`config.mk`:
```
export PLATFORM = sky130hd
export DESIGN_NAME = tff_counter_ctrl
export DESIGN_NICKNAME = d
export VERILOG_FILES = /design/src/rtl/tff_counter_ctrl.sv
export SDC_FILE = /design/constraint.sdc
export NUM_CORES = 1
export LEC_CHECK = 0
export ABC_AREA = 0
export CAP_MARGIN = 10
export CELL_PAD_IN_SITES_DETAIL_PLACEMENT = 1
export CELL_PAD_IN_SITES_GLOBAL_PLACEMENT = 1
export CORE_MARGIN = 2
export CORE_UTILIZATION = 35
export CTS_CLUSTER_DIAMETER = 200
export CTS_CLUSTER_SIZE = 25
export DETAILED_ROUTE_END_ITERATION = 10
export PLACE_DENSITY_LB_ADDON = 0.1
export SKIP_LAST_GASP = 1
export SLEW_MARGIN = 0
export SYNTH_ARGS = -nofsm -noshare
export SYNTH_HDL_FRONTEND = slang
export SYNTH_SLANG_ARGS = --single-unit
export TNS_END_PERCENT = 30
```
`constraint.sdc`:
```
create_clock -name clk -period 4.6 [get_ports clk]
set_clock_uncertainty 0.15 [all_clocks]
set_input_delay 1.38 -clock clk [delete_from_list [all_inputs] [get_ports clk]]
set_output_delay 1.38 -clock clk [all_outputs]
set_load 0.01 [all_outputs]
```
`src/rtl/tff_counter_ctrl.sv`:
```
// rtl/tff_counter_ctrl.sv - sequencing controller for a W-bit synchronous TFF counter bank
// Drives toggle enables and bank clear from a four-state FSM; terminal count pulses tc.
module tff_counter_ctrl #(
    parameter int W = 2
) (
    input  logic         clk,
    input  logic         clear,
    input  logic         start,
    input  logic         stop,
    input  logic         dir,
    input  logic         oneshot,
    input  logic [W-1:0] mod_val,
    input  logic [W-1:0] q_in,
    output logic [W-1:0] t_out,
    output logic         bank_clear,
    output logic         tc,
    output logic         busy
);

    typedef enum logic [1:0] {
        S_IDLE = 2'b00,
        S_LOAD = 2'b01,
        S_RUN  = 2'b10,
        S_HALT = 2'b11
    } state_t;

    state_t         r_state;
    state_t         w_next;
    logic [W-1:0]   r_mod_lat;
    logic           r_dir_lat;
    logic           r_os_lat;
    logic           w_accept;
    logic           w_term;
    logic [W-1:0]   w_up_t;
    logic [W-1:0]   w_dn_t;
    logic           w_up_acc;
    logic           w_dn_acc;

    // A start is only honoured from a resting state; stop always wins.
    assign w_accept = ((r_state == S_IDLE) || (r_state == S_HALT)) && start && !stop;

    always_ff @(posedge clk) begin
        if (clear) begin
            r_state   <= S_IDLE;
            r_mod_lat <= '0;
            r_dir_lat <= 1'b0;
            r_os_lat  <= 1'b0;
        end else begin
            r_state <= w_next;
            if (w_accept) begin
                r_mod_lat <= mod_val;
                r_dir_lat <= dir;
                r_os_lat  <= oneshot;
            end
        end
    end

    // Bit i toggles when all lower bits are 1 (up) or all lower bits are 0 (down).
    always_comb begin
        w_up_t   = '0;
        w_dn_t   = '0;
        w_up_acc = 1'b1;
        w_dn_acc = 1'b1;
        for (int i = 0; i < W; i++) begin
            w_up_t[i] = w_up_acc;
            w_dn_t[i] = w_dn_acc;
            w_up_acc  = w_up_acc & q_in[i];
            w_dn_acc  = w_dn_acc & ~q_in[i];
        end
    end

    assign w_term = r_dir_lat ? (q_in == r_mod_lat) : (q_in == '0);

    always_comb begin
        w_next     = r_state;
        t_out      = '0;
        bank_clear = 1'b0;
        tc         = 1'b0;
        busy       = 1'b0;
        unique case (r_state)
            S_IDLE: begin
                if (w_accept) w_next = S_LOAD;
            end
            S_LOAD: begin
                busy = 1'b1;
                if (r_dir_lat) bank_clear = 1'b1;
                else           t_out      = q_in ^ r_mod_lat;
                w_next = stop ? S_IDLE : S_RUN;
            end
            S_RUN: begin
                busy = 1'b1;
                if (w_term) begin
                    tc = 1'b1;
                    if (stop) begin
                        w_next = S_IDLE;
                    end else if (r_os_lat) begin
                        w_next = S_HALT;
                    end else if (r_dir_lat) begin
                        bank_clear = 1'b1;
                    end else begin
                        t_out = q_in ^ r_mod_lat;
                    end
                end else if (stop) begin
                    w_next = S_IDLE;
                end else begin
                    t_out = r_dir_lat ? w_up_t : w_dn_t;
                end
            end
            S_HALT: begin
                if (stop)          w_next = S_IDLE;
                else if (w_accept) w_next = S_LOAD;
            end
            default: w_next = S_IDLE;
        endcase
        if (clear) begin
            t_out      = '0;
            bank_clear = 1'b1;
            tc         = 1'b0;
            busy       = 1'b0;
        end
    end

endmodule

```
# --- Yosys cells after proc, flatten, opt, wreduce, memory -nomap -nowiden ---
# Index checks and enable logic that the tools add are counted.
op_classes:
  n_eq_ne: 6
  mux: 28
  bitwise_logic: 2
  n_reduce_logical: 8
ops:
  columns: ["operator", "n"]
  rows:
  - ["2-bit 2-to-1 mux", 14]
  - ["1-bit 2-to-1 mux", 11]
  - ["2-bit one-hot mux with 4 select lines", 1]
  - ["3-bit inequality test (second input constant)", 2]
  - ["2-bit equality test (second input constant)", 2]
  - ["2-bit zero test", 2]
  - ["2-bit one-hot mux with 2 select lines", 1]
  - ["2-bit by 1-bit equality test with 1-bit output (second input constant)", 1]
  - ["2-bit equality test", 1]
  - ["1-bit logical AND", 2]
  - ["1-bit one-hot mux with 2 select lines", 1]
  - ["2-bit AND reduction", 1]
  - ["2-bit OR reduction", 1]
  - ["2-bit bitwise XOR", 1]
  - ["1-bit zero test", 1]
  - ["1-bit logical OR", 1]
  - ["1-bit inverter", 1]
word_totals:
  ff_bits: 6
  inputBits: 10
  out_inout_bits: 5

# --- Depth between registers and ports, before layout ---
logic_depth:
  depth_word: 7
  ltp_mapped: 6

# --- Worst setup path after synthesis ---
# Ideal clock, no wire load.
synth_timing:
  kind: "input to output"
  from: "input clear"
  to: "output t_out[0]"
  arrival_time_ps: 2300
  path_slack_ps: 770
  path_stages: 4
  n_path_buf: 1
  path_cell_list: "clkbuf_1 > nor2b_1 > nor4b_1 > a31o_2"
synth_via:
  elab_chain_cells: 1
synth_rtl:
  columns: ["element", "line", "source"]
  rows:
  - ["start, declared", "7", "input logic clear,"]
  - ["2-bit 2-to-1 mux", "115", "if (clear) begin"]
  - ["end, declared", "14", "output logic [W-1:0] t_out,"]
# Every way passes these cells.

# --- Worst setup path after layout ---
layout_timing:
  from: "input clear"
  to: "output t_out[1]"
# Same word-level chain as after synthesis.

==> reports/results.ini <==
[detailed_routing]
drc=0
first_pass_iters=4
drt-initial-drc-count=20
post_drt_wl_per_cell_um=15.31
viasPerCell=5.425
wirelength_mm=1.623
vias=575
ant_nets=0

[power]
power_mw=0.1613
ir_drop_mv=0.1307
leakage_nw=0.3339
power_density_mw_per_mm2=192.4

[critical_path]
slowest_delay_ps=550
r2r_end=r_state[1]
r2r_cells=6
crit_type=primary input to output port
r2r-start=r_state[0]
path_cells=clkdlybuf4s50_1, nor2b_1, buf_4, and3_1, o2bb2ai_1, clkdlybuf4s50_1
cp_common_cell=clkdlybuf4s50_1
startpoint_type=primary input
critical_path_required_ps=3070
worstPathArrival_ps=2980
slowest_stage=clkdlybuf4s50_1
reg2reg_setup_slack_ps=2500
cp_num_cells=6
path_delay_family=buffers and inverters
critPathMaxFanout=4
end_kind=output port
crit_buf_inv=3

[sta]
fmax_mhz=222.0
rsz0062_at_grt=no
worst_pin_slew_ps=596.9
finalCriticalPeriod_ps=4505
setup_viol=0
maxSlewViolCount=0
relSlewSlack=0.6003
post-route-period-util=0.9794
setup_slack_ps=94.95
finalHoldViolations=0

[grt]
antenna_found_initial=0
grt_pass1_wl_mm=2.553
grt_remaining_overflow=0
grt_pass1_vias=568
track_usage=0.1872
grt_max_degree=10

[placement]
hpwl_mm=1.192
gp_congestion=0.7655
pre_cts_ws_ps=-116.8
numPortBuffers=14
dp.cells=102

[cts]
clockRootBuffer=clkbuf_4
cts_max_path_buffers=2
clk-insertion-delay-late_ps=240
ctsHoldBuffers=0
htreeDepth=1
cts.sinks=6
cts.clk_slew.worst_paths_ps=40
cts_tree=done
numCtsBuffers=3

[floorplanning]
start_util=0.3656
die_area_mm2=0.001867
ios=15
fp.dieH_um=43.21
rows=14
dieWidth_um=43.21
core_area_mm2=0.001471

[logic_synthesis]
ys_types=33
synth_nets=78
synthCells=64
syn_avg_cell_area_um2=8.407
synth_edf_count=0
ys_seq_area_frac=0.2233
synth_seq_cells=6
synthFlopType=dfxtp_1
netlist_area_um2=538.0
yosysWarningCount=0
async_flop_share=0

[cells_and_area]
antenna_cells=0
final_cells=106
syn2layout_area_growth_pct=55.81
drive_above_1_share=0.2778
final_nets=106

[min_path]
min_delay_path_depth=2
hp-start=r_state[0]
holdPathEnd=r_state[0]
hp-class=flop to flop

[run]
maxCapViolations=0

[outcome]
status=completed

==> flip-flops by register name, summed over array words and instances (netlist names) <==
register and count:
r_mod_lat 2, r_os_lat 1, r_dir_lat 1, r_state 2
==> cells in the mapped netlist (all sizes together), types with 2 or more instances <==
cell	number	area share
nand2	2	0.014
o21bai	2	0.028
nor2b	4	0.047
inv	2	0.014
nor3	3	0.028
nor2	8	0.056
dfxtp	6	0.22
a21oi	2	0.019
nor3b	4	0.065
xnor2	2	0.033
mux2i	5	0.093
ha	4	0.093
==> logic make-up after synthesis <==
kind of cell / share of synthesized area
buffers and inverters: 0.03022
AND/OR/NAND/NOR: 0.3186
multiplexers: 0.09303
XOR/XNOR: 0.04885
AO/OA/AOI/OAI: 0.1930
flip-flops: 0.2233
adder cells (fa/ha/maj): 0.09303
==> how the worst max path moves through the flow <==
| stage | from | endpoint | slack (ps) |
|---|---|---|---|
| floorplan | clear | t_out[0] | 770 |
| global placement | stop | t_out[0] | -110 |
| detailed placement | q_in[1] | t_out[0] | -120 |
| CTS | q_in[1] | tc | -100 |
| global route | clear | t_out[1] | 10 |
| finish | clear | t_out[1] | 90 |
==> power by group <==
| part | leakage (nW) | total, mW | switching (mW) | internal [mW] |
|---|---|---|---|---|
| clock | 0.0138 | 0.0473 | 0.0179 | 0.0294 |
| sequential | 0.0490 | 0.0604 | 0.00491 | 0.0555 |
| combinational | 0.271 | 0.0536 | 0.0252 | 0.0284 |
| total | 0.334 | 0.161 | 0.0480 | 0.113 |
==> area by class of cell <==
| type | count | area, um^2 |
|---|---|---|
| Clock buffer | 3 | 22.52 |
| Inverter | 2 | 7.507 |
| Timing Repair Buffer | 25 | 229.0 |
| Tap cell | 16 | 20.02 |
| Sequential cell | 6 | 120.1 |
| Fill cell | 182 | 633.1 |
| Multi-Input combinational cell | 54 | 439.2 |
==> worst reg2reg max path, stage by stage, from the launching register on <==
cell      delay [ps]
dfxtp_1          380
inv_1             80
ha_1             350
nor3b_2          530
o21bai_1         200
o311a_1          200
o32ai_2           80
==> metal layers <==
| metal | GRT usage | up-vias | wire (um) |
|---|---|---|---|
| met2 | 0.2985 | 11 | 766 |
| met4 | 0.1091 | 0 | 21 |
| met3 | 0.02553 | 2 | 42 |
| met1 | 0.2365 | 275 | 792 |
| met5 | 0 | - | 0 |
| li1 | - | 287 | - |
==> metrics by stage <==
stage          hold WS (ps)  TNS (ps)  cell area, um^2    util
2_1_floorplan         340.3         0            538.0       -
3_3_place_gp          371.8    -250.2            764.5  0.5196
3_5_place_dp          401.9    -380.0            764.5  0.5196
4_1_cts               411.1    -190.6            793.3  0.5391
5_1_grt               439.1         0            838.3  0.5697
6_report              415.2         0            838.3  0.5697
==> cells in the final DEF (no fill, tap or decap), types with 2 or more instances in the layout <==
| master | n |
|---|---|
| nor3_1 | 2 |
| dlymetal6s2s_1 | 3 |
| o21bai_1 | 2 |
| clkbuf_4 | 3 |
| inv_1 | 2 |
| mux2i_1 | 5 |
| nand2_1 | 2 |
| dfxtp_1 | 6 |
| a21oi_1 | 2 |
| xnor2_1 | 2 |
| buf_4 | 11 |
| ha_1 | 4 |
| nor2b_1 | 4 |
| nor3b_2 | 3 |
| nor2_1 | 7 |
| clkdlybuf4s50_1 | 10 |
==> what timing repair did <==
item,in CTS,in global routing
gates cloned,0,0
pin swaps,0,1
endpoints found under the setup margin,4,3
setup buffers,0,1
resized for setup,3,8
Power figures use the tool's default switching activity.
==> variant (config.mk and constraints unchanged) <==
Add an input register stage for `dir`; this delays it by one clock. The other inputs are not delayed to match.
--- a/src/rtl/tff_counter_ctrl.sv
+++ b/src/rtl/tff_counter_ctrl.sv
@@ -24,6 +24,12 @@
         S_HALT = 2'b11
     } state_t;
 
+    logic dir_q;
+
+    always_ff @(posedge clk) begin
+        dir_q <= dir;
+    end
+
     state_t         r_state;
     state_t         w_next;
     logic [W-1:0]   r_mod_lat;
@@ -49,7 +55,7 @@
             r_state <= w_next;
             if (w_accept) begin
                 r_mod_lat <= mod_val;
-                r_dir_lat <= dir;
+                r_dir_lat <= dir_q;
                 r_os_lat  <= oneshot;
             end
         end
Function: changed (a bounded check fails within 4 cycles, from zero or initial values).
==> variant against the original RTL <==
  * Setup slack worse by 0.094 ns
  * Hold slack worse by 0.077 ns
  * Via count down 4.0%
  * Wire length down 13%
  * Synthesized area up 0.47%
  * Combinational power down 9.7%
  * Die area up 0.44%
  * Sequential cell count up 1
  * Total power up 6.8%
  * Cell area down 3.7%
  * Critical path type unchanged
  * Critical endpoint unchanged
  * Largest cell class unchanged
  * Largest power group unchanged
  * Highest routed layer is now met3
==> variant: results (changes against the original RTL) <==
Status -> complete, no violations
Gr ovfl total -> 0 (unchanged)
Post-DP HPWL -> 1180 um (-1.3%)
Top cells by area, synth -> dfxtp_1, ha_1, mux2i_1, nor2_1, xnor2_1
Share of layout cells above drive strength 1 -> 0.220 (-0.0580)
Cells after DPL -> 103 (+0.98%)
Synth top cells by count -> nor2_1, dfxtp_1, inv_1
Setup Buffers After CTS -> 0 (unchanged)
CTS resizes -> 2 (-1)
Switching Share -> 0.285 (-0.0123)
Worst-path clk slew -> 0.05 ns
Via count -> 552 (-4.0%)
Hold path start -> dir_q$_DFF_P_
DRT Wirelength -> 1400 um (-13%)
Worst setup endpoint -> t_out[1]
Input/output buffers -> 14 (unchanged)
First-pass GRT wire length -> 2550 um (unchanged)
Max incr delay on CP -> 0.50 ns (-0.05 ns)
Worst vdd ir -> 0.190 mV (+45%)
Worst endpoint data arrival time -> 3.07 ns (+0.09 ns)
Delay-heaviest family, CP -> simple AND/OR/NAND/NOR gates
Pre-antenna DRT Iters -> 2 (-2)
Clock Latency Late Sink -> 0.25 ns
Hold Path Sink -> r_dir_lat$_SDFFE_PP0P_
N_diodes -> 0 (unchanged)
LEAKAGE -> 0.372 nW (+12%)
FFs w/ async S/R, synth -> 0 (unchanged)
Synthesized net count -> 78 (unchanged)
R2R setup slack -> 2.63 ns (+0.13 ns)
Yosys warns -> 0 (unchanged)
Sequential area share after synthesis -> 0.259 (+0.0360)
Hold Path Depth -> 2 (unchanged)
Worst min path class -> reg2reg
Routability cong. -> 0.786 (+2.6%)
RR Endpoint -> r_state[0]$_SDFFE_PP0P_
Tot GR Track Use -> 0.178 (-0.00913)
Headroom to the max-slew limit -> 0.629 (+0.0288)
DR iter-0 viols -> 2 (-90%)
Hold Slack -> 0.338 ns (-0.0768 ns)
Placed cell area -> 774 sq um (+1.3%)
Num CTS Buffers -> 3 (unchanged)
Via density -> 5.16 (-4.9%)
Largest net degree at the start of global routing -> 9 (-1)
Yosys cell types -> 32 (-3.0%)
CP startpoint -> stop
Max FO, Critical Path -> 2 (-2)
Root buffer cell -> clkbuf_4
Number of global-route vias before repair -> 579 (+1.9%)
CP max-delay cell -> or4_1
==> variant: cell types whose count changed in the layout (fill, tap and decap cells not counted), moves of 2 or more <==
cell      delta
inv_1        +4
nor2b_1      -4
nor3b_2      -2
o21bai_1     -2
==> variant: power by group through the flow <==
stage	clock network (W)	registers (W)	logic (W)
3_3_place_gp	0	0.0000691	0.0000479
4_1_cts	0.0000595	0.0000681	0.0000492
6_report	0.0000557	0.0000681	0.0000484
2_1_floorplan	0	0.0000675	0.0000264
3_5_place_dp	0	0.0000694	0.0000488
5_1_grt	0.0000613	0.0000687	0.0000540
==> variant: layout make-up <==
| type | instances | area (sq um) |
|---|---|---|
| Fill cell | 194 | 664 |
| Multi-Input combinational cell | 49 | 372 |
| Timing Repair Buffer | 25 | 225 |
| Sequential cell | 7 | 140 |
| Clock buffer | 3 | 22.5 |
| Inverter | 6 | 22.5 |
| Tap cell | 16 | 20.0 |
| Clock inverter | 1 | 5.00 |
==> variant: kinds of logic after synthesis <==
logic type,share of synthesized area
compound gates,0.213
xor+xnor,0.0486
fa+ha+maj,0.0926
buf+inv,0.0579
flops,0.259
mux,0.0926
simple gates,0.236
==> variant: through the flow <==
stage	util	setup TNS, ns	power (W)	worst slack (ns)
finish	0.548	0	0.000172	0.000618
CTS	0.543	-0.262	0.000177	-0.226
global placement	0.526	-0.676	0.000117	-0.264
global route	0.548	-0.298	0.000184	-0.124
detailed placement	0.526	-0.720	0.000118	-0.293
floorplan	-	0	0.0000939	0.679
==> variant: routing by layer <==
| metal | vias to the layer above | part of all wire | GRT usage |
|---|---|---|---|
| met5 | - | 0 | 0 |
| met1 | 262 | 0.44 | 0.230 |
| met2 | 13 | 0.51 | 0.296 |
| met3 | 0 | 0.045 | 0.0213 |
| li1 | 277 | - | - |
| met4 | 0 | 0 | 0.0788 |
